<file path="config.mk">
export PLATFORM = sky130hd
export DESIGN_NAME = cc_tag_lookup
export DESIGN_NICKNAME = d
export VERILOG_FILES = /design/src/rtl/cc_tag_lookup.sv
export SDC_FILE = /design/constraint.sdc
export NUM_CORES = 1
export LEC_CHECK = 0
export CAP_MARGIN = 25
export CELL_PAD_IN_SITES_DETAIL_PLACEMENT = 0
export CELL_PAD_IN_SITES_GLOBAL_PLACEMENT = 1
export CORE_AREA = 4 4 164 166
export DETAILED_ROUTE_END_ITERATION = 16
export DIE_AREA = 0 0 168 170
export DONT_BUFFER_PORTS = 1
export HOLD_SLACK_MARGIN = 0.05
export PLACE_DENSITY_LB_ADDON = 0.2
export SKIP_CTS_REPAIR_TIMING = 1
export SLEW_MARGIN = 10
export SYNTH_ARGS = -nofsm -noshare
export SYNTH_HDL_FRONTEND = slang
export SYNTH_SLANG_ARGS = --single-unit
</file>
<file path="constraint.sdc">
create_clock -name clk -period 3.5 [get_ports clk]
set_clock_uncertainty 0.1 [all_clocks]
set_input_delay 0.35 -clock clk [delete_from_list [all_inputs] [get_ports clk]]
set_output_delay 0.35 -clock clk [all_outputs]
set_load 0.1 [all_outputs]
</file>
<file path="src/rtl/cc_tag_lookup.sv">
// Two-stage cache tag lookup: 256-entry valid array, external tag SRAM, hit/miss pulse 2 cycles after a handshake.
// Optional macro CC_TAG_FWD_EN forwards same-index refills into the stage-2 compare.
module cc_tag_lookup (
  input  logic        clk,
  input  logic        rst_n,
  input  logic [17:0] tag_i,
  input  logic [7:0]  index_i,
  input  logic [5:0]  offset_i,
  input  logic        hs_pulse_i,
  output logic        tag_rd_en_o,
  output logic [7:0]  tag_raddr_o,
  input  logic [17:0] tag_rdata_i,
  input  logic        fill_valid_i,
  input  logic [7:0]  fill_index_i,
  input  logic [17:0] fill_tag_i,
  output logic        tag_wr_en_o,
  output logic [7:0]  tag_waddr_o,
  output logic [17:0] tag_wdata_o,
  output logic        hit_o,
  output logic        miss_o,
  output logic [7:0]  rsp_index_o,
  output logic [5:0]  rsp_offset_o,
  output logic [31:0] miss_addr_o
);

  assign tag_rd_en_o = hs_pulse_i;
  assign tag_raddr_o = index_i;
  assign tag_wr_en_o = fill_valid_i;
  assign tag_waddr_o = fill_index_i;
  assign tag_wdata_o = fill_tag_i;

  logic [255:0] valid_q;

  // NOTE: the valid array is held in flops rather than SRAM because every entry must clear on reset.
  always_ff @(posedge clk or negedge rst_n) begin
    if (!rst_n) begin
      valid_q <= '0;
    end else if (fill_valid_i) begin
      valid_q[fill_index_i] <= 1'b1;
    end
  end

  logic        p1_valid;
  logic [17:0] p1_tag;
  logic [7:0]  p1_index;
  logic [5:0]  p1_offset;
  logic        p1_line_valid;
`ifdef CC_TAG_FWD_EN
  logic        p1_fwd;
  logic [17:0] p1_fwd_tag;
`endif

  // NOTE: non-blocking assignment makes valid_q[index_i] sample the pre-fill value on a same-edge fill.
  always_ff @(posedge clk or negedge rst_n) begin
    if (!rst_n) begin
      p1_valid      <= 1'b0;
      p1_tag        <= '0;
      p1_index      <= '0;
      p1_offset     <= '0;
      p1_line_valid <= 1'b0;
`ifdef CC_TAG_FWD_EN
      p1_fwd        <= 1'b0;
      p1_fwd_tag    <= '0;
`endif
    end else begin
      p1_valid <= hs_pulse_i;
      if (hs_pulse_i) begin
        p1_tag        <= tag_i;
        p1_index      <= index_i;
        p1_offset     <= offset_i;
        p1_line_valid <= valid_q[index_i];
`ifdef CC_TAG_FWD_EN
        p1_fwd        <= fill_valid_i && (fill_index_i == index_i);
        p1_fwd_tag    <= fill_tag_i;
`endif
      end
    end
  end

  logic        cmp_valid;
  logic [17:0] cmp_tag;
  logic        lookup_hit;

  // NOTE: every always_comb output gets a default first so no path can infer a latch.
  always_comb begin
    cmp_valid = p1_line_valid;
    cmp_tag   = tag_rdata_i;
`ifdef CC_TAG_FWD_EN
    // A refill in the compare cycle is newer than one seen at acceptance, so it is applied last.
    if (p1_fwd) begin
      cmp_valid = 1'b1;
      cmp_tag   = p1_fwd_tag;
    end
    if (fill_valid_i && (fill_index_i == p1_index)) begin
      cmp_valid = 1'b1;
      cmp_tag   = fill_tag_i;
    end
`endif
    lookup_hit = cmp_valid && (cmp_tag == p1_tag);
  end

  always_ff @(posedge clk or negedge rst_n) begin
    if (!rst_n) begin
      hit_o        <= 1'b0;
      miss_o       <= 1'b0;
      rsp_index_o  <= '0;
      rsp_offset_o <= '0;
      miss_addr_o  <= '0;
    end else begin
      hit_o  <= p1_valid && lookup_hit;
      miss_o <= p1_valid && !lookup_hit;
      if (p1_valid) begin
        rsp_index_o  <= p1_index;
        rsp_offset_o <= p1_offset;
        miss_addr_o  <= {p1_tag, p1_index, 6'b0};
      end
    end
  end

endmodule

</file>
* Word level (Yosys, flattened, before mapping)
Cells that the tools add are included.
** Cells by class
- Magnitude comparators :: 3
- Equal/unequal tests :: 1
- Mux-type cells :: 4
- Bitwise logic cells :: 1
- Reductions and logical operators :: 5
** Operator list (number)
- OR 256 bit :: 1
- equality test 18 bit :: 1
- less-than comparator 8 x 9 -> 1 bit (second input constant) :: 2
- binary-select mux 1 bit (select 8 bit) :: 1
- demux 1 bit (select 8 bit) :: 1
- >= comparator 8 x 1 -> 1 bit (second input constant) :: 1
- logical AND 1 bit :: 4
- two-way mux 1 bit :: 2
- logical NOT 1 bit :: 1
** Storage, ports and cells
- Bits in registers :: 332
- Input bits :: 80
- Output and inout bits :: 84
- Word-level logic and storage cells :: 25

* Longest topological paths before layout
Gate-level depths: netlist of run 1.
- Depth in word-level cells :: 5
- Mapped depth :: 10
- Depth with buffers taken out :: 6

* Least setup slack after synthesis of run 1
Ideal clock, no wire load.
- Path type :: input-to-reg
- Start point :: in index_i[0]
- End point :: reg p1_line_valid, in the netlist cmp_valid
- Setup time :: 0.135 ns
- Data arrival time :: 2.097 ns
- Required time :: 3.264 ns
- Path slack :: 1.168 ns
- Stages on the path :: 7
- Path buffers :: 1
- Cell sequence :: buf_6 > mux4_1 > mux4_2 > and2_0 > o311ai_1 > a2111o_1 > o221ai_2
** Between the ends
- Word-level cells in the longest chain between the ends :: 2
** RTL lines
- start: declaration :: line 7 : input logic [7:0] index_i,
- binary-select mux 1 bit (select 8 bit) :: line 71 : p1_line_valid <= valid_q[index_i];
- two-way mux 1 bit (implied by the code) :: line 71
- end signal: assignment :: line 71
- end: declaration :: line 47 : logic p1_line_valid;
Every way passes these cells. The select of a mux whose other input is x is not followed.
A chain may end at the register's enable or synchronous reset.

* Final worst setup path of run 1
- Start point :: reg valid_q[123]
- End point :: reg p1_line_valid, in the netlist cmp_valid
** Between the ends
- Word-level cells in the longest chain between the ends :: 2
** RTL lines
- start: declaration :: line 32 : logic [255:0] valid_q;
- start signal: assignment :: line 37 : valid_q <= '0;
- start signal: indexed assignment :: line 39 : valid_q[fill_index_i] <= 1'b1;
- binary-select mux 1 bit (select 8 bit) :: line 71
- two-way mux 1 bit (implied by the code) :: line 71
Every way passes these cells. The select of a mux whose other input is x is not followed.

==> results of run 1 <==
flip-flops by register name (all words and copies together) (netlist names):
signal        count
miss_o            1
p1_index          8
hit_o             1
miss_addr_o      19
valid_q         256
cmp_valid         1
rsp_index_o       7
rsp_offset_o      6
p1_offset         6
p1_valid          1
p1_tag           18
synthesized netlist by cell type (all sizes together), types with 2 or more instances:
| master | number | share of area, % |
|---|---|---|
| a21o | 182 | 9.7 |
| a21oi | 6 | 0.21 |
| a221oi | 2 | 0.12 |
| a22o | 3 | 0.19 |
| a22oi | 2 | 0.11 |
| a31oi | 2 | 0.089 |
| and2 | 5 | 0.22 |
| and3 | 3 | 0.13 |
| buf | 66 | 3.3 |
| clkbuf | 53 | 1.4 |
| dfrtp | 324 | 57 |
| inv | 5 | 0.13 |
| mux2 | 64 | 5.1 |
| mux2i | 30 | 2.1 |
| mux4 | 53 | 8.5 |
| nand2 | 31 | 0.82 |
| nand2b | 8 | 0.35 |
| nand3 | 6 | 0.21 |
| nand3b | 3 | 0.16 |
| nand4 | 10 | 0.44 |
| nor2 | 30 | 0.80 |
| nor2b | 11 | 0.49 |
| nor3 | 7 | 0.25 |
| nor4 | 2 | 0.089 |
| o211ai | 2 | 0.11 |
| o21ai | 9 | 0.32 |
| o21bai | 75 | 4.0 |
| o221ai | 10 | 0.66 |
| o22ai | 4 | 0.18 |
| or2 | 7 | 0.31 |
| or3 | 3 | 0.13 |
| or3b | 2 | 0.12 |
| xnor2 | 18 | 1.1 |
worst max-delay path, cell delays in order (launching register included):
cell and delay (ns):
dfrtp_1 0.38, mux4_2 0.48, mux4_2 0.51, and2_0 0.19, o311ai_1 0.33, a2111o_1 0.21, o221ai_2 0.07, dlygate4sd3_1 0.56
kinds of logic after synthesis:
| logic type | after synthesis |
|---|---|
| other cells | 1 |
| mux | 147 |
| flops | 324 |
| xor+xnor | 18 |
| buf+inv | 124 |
| compound gates | 303 |
| simple gates | 132 |
per-layer routing:
metal,track usage (%),vias up,wire length [um]
li1,-,3745,-
met1,34.1,4569,15200
met2,38.1,291,16600
met3,5.18,51,2520
met4,5.58,0,599
met5,0,-,0
worst max-delay path by stage:
stage | startpoint | endpoint | slack, ns | cells after the start
CTS | valid_q[123] | cmp_valid | 1.08 | 6
floorplan | index_i[0] | cmp_valid | 1.17 | 7
finish | valid_q[123] | cmp_valid | 0.55 | 7
global route | valid_q[123] | cmp_valid | 0.45 | 7
detailed placement | index_i[0] | cmp_valid | 1.05 | 6
global placement | index_i[0] | cmp_valid | 1.06 | 6
stage by stage:
| stage | area (um^2) | hold WS (ns) |
|---|---|---|
| 4_1_cts | 15200 | -0.578 |
| 3_3_place_gp | 14100 | -0.0320 |
| 3_5_place_dp | 14100 | -0.0318 |
| 2_1_floorplan | 14100 | -0.0456 |
| 5_1_grt | 15800 | -0.587 |
| 6_report | 15800 | -0.565 |
area by class of cell:
class / count / area (um^2)
tap: 335 / 419
clock buffer: 53 / 1050
inverter: 5 / 18.8
fill: 2024 / 9860
clock inverter: 11 / 121
multi-input combinational: 606 / 5370
sequential: 324 / 8120
timing repair buffer: 70 / 652
where the power goes:
group	total [mW]	internal (mW)	switching, mW
Sequential	4.80	4.07	0.730
Clock	3.74	2.24	1.50
Combinational	0.729	0.435	0.294
==> flow_summary.toml, run 1 <==
[drt]
dr.pass1.iters = 5
routed_wire_length_per_instance_um = 24.8
viasPerCell = 6.17
drcViolationCount = 0
drtIter0Drc = 768
ant_nets = 0
wl_mm = 34.9
num_vias = 8656

[yosys]
synth-seq-area-share_pct = 57.4
synth_compound_area_share_pct = 16.0
netlist_area_um2 = 14100
ys_ff_latch = 324
synthFlopType = "dfrtp_1"
synth-warning-count = 0
synth_mux_area_share_pct = 15.8
synth_edf_count = 0
postSynth.asyncResetShare_pct = 100
synth_cell_types = 51
synth_top_family_by_area = "compound AO/OA/AOI/OAI gates"
yosys.area_share.adder_pct = 0
syn-instance-count = 1049
avgSynthCellArea_um2 = 13.5
synth-simple-area-share_pct = 4.78
synth_xor_area_share_pct = 1.12

[timing]
maxSlewViolCount = 0
setup_viol_count_final = 0
setup_ws_ns = 0.545
fin_tns_setup_ns = 0
min_period_ns = 2.95
max-slew-margin-rel_pct = 29.5
hold_viol = 324
finalCritPeriodShare_pct = 84.4
hold_ws_ns = -0.565
fmax_mhz = 338
tightest_slew_ns = 1.06
grt_setup_unrepaired = "false"

[worst_setup_path]
rr_startpoint = "valid_q[123]"
timing.rr.end = "cmp_valid"
reg2reg_depth = 7
cp-end-kind = "flip-flop"
arrival_ns = 3.25
cp_data_required_time_ns = 3.80
worst-setup-path-type = "flip-flop to flip-flop"
startpoint_type = "flip-flop"
crit_fanout = 2
rrSetupSlack_ns = 0.55

[cells_and_area]
final_cell_mix = "dfrtp_1 (316), a21o_1 (182), o21bai_1 (75)"
nNetsFinal = 1122
final_cells = 1404
fin_util_pct = 61.5
diodes = 0
mostFrequentLayoutCell = "dfrtp_1"
area_delta_synth_final_pct = 11.6
drive_above_1_share_pct = 20.6

[clock_tree]
clock_latency_ns = 0.52
htree_levels = 2
numCtsBuffers = 35
cts_tree = "yes"
clkTransAtPathRegs_ns = 0.06
root_buffer = "clkbuf_16"
cts_sinks = 324
cts_buffer_depth = 3

[worst_hold_path]
min_path_type = "input pin to asynchronous set/reset pin"

[placed_design]
pre_cts_ws_ns = 1.05
place_inst = 1290
gp_congestion = 0.778
place_hpwl_mm = 20.7
portBuffers = 0

[pwr]
power_density_nw_per_um2 = 589
p_total_mw = 9.27
vdd_ir_drop_max_uv = 457
leakage_nw = 8.32

[global_route]
grt_pass1_wl_mm = 53.2
grt_overflow = 0
grt_usage_pct = 23.9
antenna_found_initial = 0
grt_pass1_vias = 8863
grt_max_degree = 325

[floorplan]
fp.dieW_um = 168
start_util_pct = 55.1
io_pins = 164
core_um2 = 25600
fp-row-count = 59
dieArea_um2 = 28600
die_h_um = 170

[status]
violations = "negative hold slack"
status = "finished, violations left"

[flow_run]
max-cap-violations = 0
Note: power is estimated with default switching activity, not from simulation.
==> run 2, diff against run 1 <==
Settings changed: CORE_AREA 4 4 164 166 to 4 4 170 172, DIE_AREA 0 0 168 170 to 0 0 174 176.
Clock period 3.5 ns to 3 ns, I/O delays scaled along.
==> run 2 against run 1 <==
Against the previous run: the flow still finishes with violations (negative hold slack); first-iteration DRC count down 9.6%; utilization fell by 3.9 points; sequential share of layout area decreased by 0.21 points; power grew 18%; combinational power grew 17%; critical path depth down 1; non-clock buffer count down 1; largest cell class unchanged.
==> flow_summary.toml, run 2 (synthesized netlist as in run 1, its figures left out) <==
[global_route]
grt_max_degree = 325
grt_pass1_vias = 8790
grt_usage_pct = 22.7
antenna_found_initial = 0
grt_overflow = 0
met2_usage_pct = 35.1
grt_pass1_wl_mm = 53.9
grt_use_met3_pct = 5.80
grt_use_met1_pct = 32.3
top_usage_layer = "met2"

[floorplan]
io_pins = 164
die_h_um = 176
fp-row-count = 61
fp.dieW_um = 174
core_um2 = 27500
start_util_pct = 51.4
dieArea_um2 = 30600

[worst_setup_path]
cpMaxStageDelayCell = "mux4_2"
crit_fanout = 2
timing.rr.end = "cmp_valid"
worst-setup-path-type = "flip-flop to flip-flop"
cp_data_required_time_ns = 3.28
rrSetupSlack_ns = 0.59
reg2reg_depth = 6
arrival_ns = 2.69
crit_chain = "mux4_2 > mux4_2 > and2_0 > o311ai_1 > a2111o_1 > o221ai_2"
max_stage_delay_ns = 0.49
startpoint_type = "flip-flop"
rr_startpoint = "valid_q[121]"
critPathLaunch = "valid_q[121]"
crit_top_cell = "mux4_2"
cp-end-kind = "flip-flop"

[timing]
maxSlewViolCount = 0
hold_viol = 324
fmax_mhz = 415
min_period_ns = 2.41
tightest_slew_ns = 1.02
fin_tns_setup_ns = 0
max-slew-margin-rel_pct = 31.5
grt_setup_unrepaired = "false"
finalCritPeriodShare_pct = 80.3
setup_ws_ns = 0.591
setup_viol_count_final = 0
hold_ws_ns = -0.622

[clock_tree]
root_buffer = "clkbuf_16"
clock_latency_ns = 0.52
clkTransAtPathRegs_ns = 0.06
htree_levels = 2
numCtsBuffers = 37
cts_buffer_depth = 3
cts_tree = "yes"
cts_sinks = 324

[cells_and_area]
top_register = "valid_q"
regArea_um2 = 8120
reg_top3 = "valid_q x256, miss_addr_o x19, p1_tag x18"
final_cell_mix = "dfrtp_1 (316), a21o_1 (182), o21bai_1 (75)"
nNetsFinal = 1123
fin_util_pct = 57.6
largest_reg_flops = 256
multiInputGateArea_um2 = 5370
fillers = 2202
drive_above_1_share_pct = 21.0
area_delta_synth_final_pct = 12.0
diodes = 0
mostFrequentLayoutCell = "dfrtp_1"

[drt]
num_vias = 8565
dr.pass1.iters = 5
ant_nets = 0
wl_mm = 35.2
drtIter0Drc = 694
viasPerCell = 6.06
drcViolationCount = 0
routed_wire_length_per_instance_um = 24.9

[worst_hold_path]
min_path_type = "input pin to asynchronous set/reset pin"

[flow_run]
max-cap-violations = 0

[status]
violations = "negative hold slack"
status = "finished, violations left"

[pwr]
leakage_nw = 8.36
vdd_ir_drop_max_uv = 403
power_density_nw_per_um2 = 694
p_total_mw = 11.0

[placed_design]
portBuffers = 0
pre_cts_ws_ns = 0.594
gp_congestion = 0.757
place_hpwl_mm = 21.0
-- run 2: cell types whose count changed in the layout (fill, tap and decap cells not counted), sizes merged --
cell	previous run	this run
buf	26	27
bufinv	2	3
clkbuf	53	51
clkinv	4	8
clkinvlp	2	1
dlygate4sd3	44	42
inv	8	6
-- run 2: layout make-up --
cell class / instances / area share [%]
clock inverters: 13 / 0.926
flip-flops and latches: 324 / 51.3
inverters: 5 / 0.119
well taps: 346 / 2.74
clock buffers: 51 / 6.90
repair buffers: 69 / 4.02
multi-input cells: 606 / 34.0
-- run 2: worst max-delay path, delay by kind of cell, from the launching register on --
kind | cells | cell delay, ns
AO/OA/AOI/OAI | 3 | 0.67
flip-flops | 1 | 0.39
multiplexers | 2 | 0.95
AND/OR/NAND/NOR | 1 | 0.17
-- run 2: worst max path at each step --
| stage | to | depth (start not counted) | slack [ns] |
|---|---|---|---|
| 2_1_floorplan | cmp_valid | 7 | 0.72 |
| 3_3_place_gp | cmp_valid | 6 | 0.62 |
| 3_5_place_dp | cmp_valid | 6 | 0.59 |
| 4_1_cts | cmp_valid | 6 | 0.58 |
| 5_1_grt | miss_o | 6 | 0.50 |
| 6_report | cmp_valid | 6 | 0.59 |
-- run 2: routing by layer --
| layer | part of all wire, % | vias to the layer above |
|---|---|---|
| met3 | 6.3 | 63 |
| met5 | 0 | - |
| met4 | 2.5 | 0 |
| li1 | - | 3750 |
| met2 | 46 | 277 |
| met1 | 45 | 4475 |
-- run 2: metrics by stage --
step,area [um^2],std cells
final,15800,1414
after global routing,15800,1414
after CTS,15400,1371
after detailed placement,14100,1307
after global placement,14100,1307
after floorplan,14100,1054
-- run 2: power by group --
group          total (mW)  internal, mW  switching, mW
combinational       0.854         0.505          0.349
clock                4.53          2.79           1.73
sequential           5.60          4.75          0.844
